### src/rtl/cv32e40x_div.sv
// Iterative radix-2 restoring divider for DIV/DIVU/REM/REMU.
// 32 steps per general op; divide-by-zero and overflow finish in one cycle.
module cv32e40x_div (
  input  logic        clk,
  input  logic        rst_n,
  input  logic        valid_i,
  input  logic [1:0]  operator_i,
  input  logic [31:0] op_a_i,
  input  logic [31:0] op_b_i,
  output logic [31:0] result_o,
  output logic        ready_o,
  output logic        valid_o,
  input  logic        ready_i
);

  typedef enum logic [1:0] {
    IDLE = 2'd0,
    CALC = 2'd1,
    DONE = 2'd2
  } state_e;

  state_e      state_q, state_d;
  logic [32:0] rem_q, rem_d;
  logic [31:0] quot_q, quot_d;
  logic [31:0] dvs_q, dvs_d;
  logic [4:0]  cnt_q, cnt_d;
  logic [1:0]  op_q, op_d;
  logic        negq_q, negq_d;
  logic        negr_q, negr_d;

  logic        sgn;
  logic [31:0] abs_a;
  logic [31:0] abs_b;
  logic [33:0] t;

  // Next-state, datapath step and operand capture
  always_comb begin
    state_d = state_q;
    rem_d   = rem_q;
    quot_d  = quot_q;
    dvs_d   = dvs_q;
    cnt_d   = cnt_q;
    op_d    = op_q;
    negq_d  = negq_q;
    negr_d  = negr_q;
    sgn     = ~operator_i[0];
    abs_a   = (sgn && op_a_i[31]) ? (32'd0 - op_a_i) : op_a_i;
    abs_b   = (sgn && op_b_i[31]) ? (32'd0 - op_b_i) : op_b_i;
    t       = {rem_q, quot_q[31]} - {2'b00, dvs_q};
    if (!valid_i) begin
      state_d = IDLE;
      rem_d   = '0;
      quot_d  = '0;
      dvs_d   = '0;
      cnt_d   = '0;
      op_d    = '0;
      negq_d  = 1'b0;
      negr_d  = 1'b0;
    end else begin
      unique case (state_q)
        IDLE: begin
          op_d  = operator_i;
          cnt_d = '0;
          dvs_d = abs_b;
          if (op_b_i == 32'd0) begin
            state_d = DONE;
            quot_d  = 32'hFFFF_FFFF;
            rem_d   = {1'b0, op_a_i};
            negq_d  = 1'b0;
            negr_d  = 1'b0;
          end else if (sgn && op_a_i == 32'h8000_0000
                       && op_b_i == 32'hFFFF_FFFF) begin
            state_d = DONE;
            quot_d  = 32'h8000_0000;
            rem_d   = '0;
            negq_d  = 1'b0;
            negr_d  = 1'b0;
          end else begin
            state_d = CALC;
            quot_d  = abs_a;
            rem_d   = '0;
            negq_d  = sgn & (op_a_i[31] ^ op_b_i[31]);
            negr_d  = sgn & op_a_i[31];
          end
        end
        CALC: begin
          if (!t[33]) begin
            rem_d  = t[32:0];
            quot_d = {quot_q[30:0], 1'b1};
          end else begin
            rem_d  = {rem_q[31:0], quot_q[31]};
            quot_d = {quot_q[30:0], 1'b0};
          end
          cnt_d = cnt_q + 5'd1;
          if (cnt_q == 5'd31) state_d = DONE;
        end
        DONE: begin
          if (ready_i) state_d = IDLE;
        end
        default: state_d = IDLE;
      endcase
    end
  end

  // Handshake outputs and sign-corrected result
  always_comb begin
    valid_o  = (state_q == DONE) && valid_i;
    ready_o  = !valid_i || ((state_q == DONE) && ready_i);
    result_o = '0;
    if (state_q == DONE) begin
      if (op_q[1])
        result_o = negr_q ? (32'd0 - rem_q[31:0]) : rem_q[31:0];
      else
        result_o = negq_q ? (32'd0 - quot_q) : quot_q;
    end
  end

  // State and datapath registers
  always_ff @(posedge clk or negedge rst_n) begin
    if (!rst_n) begin
      state_q <= IDLE;
      rem_q   <= '0;
      quot_q  <= '0;
      dvs_q   <= '0;
      cnt_q   <= '0;
      op_q    <= '0;
      negq_q  <= 1'b0;
      negr_q  <= 1'b0;
    end else begin
      state_q <= state_d;
      rem_q   <= rem_d;
      quot_q  <= quot_d;
      dvs_q   <= dvs_d;
      cnt_q   <= cnt_d;
      op_q    <= op_d;
      negq_q  <= negq_d;
      negr_q  <= negr_d;
    end
  end

endmodule
### config.mk
export PLATFORM = sky130hd
export DESIGN_NAME = cv32e40x_div
export DESIGN_NICKNAME = d
export VERILOG_FILES = /design/src/rtl/cv32e40x_div.sv
export SDC_FILE = /design/constraint.sdc
export NUM_CORES = 1
export LEC_CHECK = 0
export CAP_MARGIN = 20
export CORE_MARGIN = 2
export CORE_UTILIZATION = 30
export CTS_BUF_LIST = sky130_fd_sc_hd__clkbuf_4 sky130_fd_sc_hd__clkbuf_8
export DETAILED_ROUTE_END_ITERATION = 7
export GPL_TIMING_DRIVEN = 0
export HOLD_SLACK_MARGIN = 0.06
export PLACE_DENSITY_LB_ADDON = 0.2
export SKIP_CTS_REPAIR_TIMING = 1
export SYNTH_ARGS = -nofsm -noshare
export SYNTH_HDL_FRONTEND = slang
export SYNTH_SLANG_ARGS = --single-unit
export TNS_END_PERCENT = 30
### constraint.sdc
create_clock -name clk -period 4 [get_ports clk]
set_input_delay 0.8 -clock clk [delete_from_list [all_inputs] [get_ports clk]]
set_output_delay 0.8 -clock clk [all_outputs]
set_load 0.02 [all_outputs]
==> out/metrics.cfg <==
[outcome]
status = complete, but fails checks
violations = setup timing

[drt]
num_vias = 9812
drt_iter0_drc = 764
avgRoutedWirePerCell_um = 19.3
firstDrtPassIters = 5
totalWireLength_mm = 35.5
drt.antenna.violating_nets = 0
drc = 0
vias_per_cell = 5.33

[clock_tree]
numCtsBuffers = 9
ctsLongestPathBuffers = 2
cts_htree_levels = 3
cts_sinks = 107
clk_pin_slew_ns = 0.11
clkLatencyLatePin_ns = 0.41
tritoncts = built
cts_root_buffer = clkbuf_8

[setup_path]
required_ns = 3.20
critPathKind = flip-flop to output port
reg2reg_slack_ns = 0.49
cp.arrival_ns = 3.47
r2r_end = rem_q[30]
reg2reg_depth = 10
cp-start-kind = flip-flop
rr_startpoint = rem_q[18]
worstSetupEndpointType = output port
cp_max_fo = 5

[finish]
drive_above_1_share_pct = 8.08
syn2layout_area_growth_pct = 21.2
fin_nets = 1503
design_area_mm2 = 0.0120
instances_no_fill = 1840
num_antenna_cells = 0

[synth]
yosys_most_used_dff = dfrtp_1
ys_types = 74
synth_edf_count = 0
ys_ff_latch = 107
syn_nets = 1377
yosys_warnings = 0
synth_area_mm2 = 0.00992
synth_cells = 1267
synth_area_per_cell_um2 = 7.83
synth-seq-area-share_pct = 27.0
synthArstFlopShare_pct = 100

[timing]
fin_crit_sh_pct = 107
relSlewSlack_pct = 38.1
tns_ns = -0.783
min_period_ns = 4.27
rsz0062_at_grt = yes
setup_violations = 7
maxSlewViolCount = 0
worstMarginPinSlew_ns = 0.925
fin_ws_ns = -0.267
fmax_mhz = 234
skew_ns = 0.0125
hold_viol_final = 0

[grt]
grt_max_degree = 68
grt_usage_pct = 20.5
grt-ovfl-total = 0
grt_pass1_wl_mm = 54.0
grt_pass1_vias = 9385
antenna_found_initial = 0

[floorplan]
start_util_pct = 30.5
chipWidth_um = 186
die_y_um = 186
core_mm2 = 0.0325
rows = 66
ios = 104
die_area_mm2 = 0.0345

[run]
cap_violations = 0

[placed_design]
pre_cts_ws_ns = -0.348
routabilityCongestion = 0.900
place_area_mm2 = 0.0115
dpl.hpwl_mm = 28.5
io_buffer_count = 103
place_inst = 1813

[min_path]
hold_path.class = input port to async pin

[power]
finalPower_uw = 5780
power_leakage_uw = 0.00486
p_per_area_mw_per_mm2 = 481
ir_drop_uv = 181

cell usage after synthesis, types with 35 or more instances:
cell / instances / area share [%]
nor2_1: 104 / 3.9
a21oi_1: 81 / 4.1
inv_1: 69 / 2.6
o21ai_0: 152 / 7.7
a211oi_1: 37 / 2.8
clkbuf_1: 54 / 2.0
ha_1: 39 / 4.9
nand2_1: 124 / 4.7
dfrtp_1: 107 / 27
xnor2_1: 81 / 7.2
xor2_1: 63 / 5.6
o31ai_1: 35 / 2.6
critical path, stage by stage (launching register included):
cell	delay, ns
dfrtp_2	0.49
or4_4	0.61
nor4_4	0.28
nand3_2	0.17
or2_4	0.28
or4_4	0.46
o31ai_4	0.20
xnor2_1	0.17
a21oi_1	0.11
nor2_1	0.14
buf_4	0.16
report_power, final:
group / internal (µW) / leakage, µW / switching (µW)
combinational: 1420 / 0.00334 / 1990
clock: 362 / 0.000106 / 437
sequential: 1250 / 0.00140 / 323
worst max path at each step:
stage,from,endpoint,slack [ns],cells past startpoint
global placement,rst_n,dvs_q[30],-2.31,1
CTS,quot_q[4],result_o[30],-0.73,10
finish,rem_q[10],result_o[27],-0.27,10
detailed placement,op_a_i[25],quot_q[13],-0.35,10
global route,rem_q[4],result_o[27],-0.33,10
floorplan,quot_q[4],result_o[26],0.30,9
state kept, by name (all words and copies together), names as in the netlist:
register / flops
rem_q: 33
negr_q: 1
state_q: 2
quot_q: 32
cnt_q: 5
dvs_q: 32
op_q: 1
negq_q: 1
logic make-up (layout without fill, tap and decap cells):
family          after synthesis  in the layout  share of synthesized area, %
compound gates              432            432                          28.0
simple gates                375            375                          18.8
xor+xnor                    144            144                          12.7
buf+inv                     140            271                          5.45
flops                       107            107                          27.0
fa+ha+maj                    40             40                          5.12
mux                          29             29                          2.96
placed cells by master (no fill, tap or decap), types with 39 or more instances in the layout:
cell type / instances
a21oi_1: 80
clkbuf_1: 53
clkdlybuf4s50_1: 80
dfrtp_1: 97
ha_1: 39
inv_1: 69
nand2_1: 122
nor2_1: 102
o21ai_0: 150
xnor2_1: 81
xor2_1: 60
through the flow:
| step | util [%] | hold WS, ns |
|---|---|---|
| detailed placement | 35.4 | 0.472 |
| CTS | 36.1 | 0.295 |
| floorplan | - | 0.438 |
| global route | 36.9 | 0.299 |
| finish | 36.9 | 0.279 |
| global placement | 35.4 | 0.464 |
layer usage:
metal	global-route usage [%]	share of wire, %	wire length, µm	vias to the layer above
met5	0	0	0	-
met4	5.29	1.9	681	0
met3	2.13	5.1	1830	38
met2	34.1	46	16200	273
met1	28.4	47	16800	4667
li1	-	-	-	4834
cell type report:
cell class | count | area, µm²
Buffer | 69 | 274
Fill cell | 3474 | 20500
Sequential cell | 107 | 2690
Multi-Input combinational cell | 1020 | 6870
Timing Repair Buffer | 116 | 1140
Clock inverter | 6 | 88.8
Inverter | 70 | 263
Tap cell | 442 | 553
Clock buffer | 10 | 131
Power figures use the tool's default switching activity.
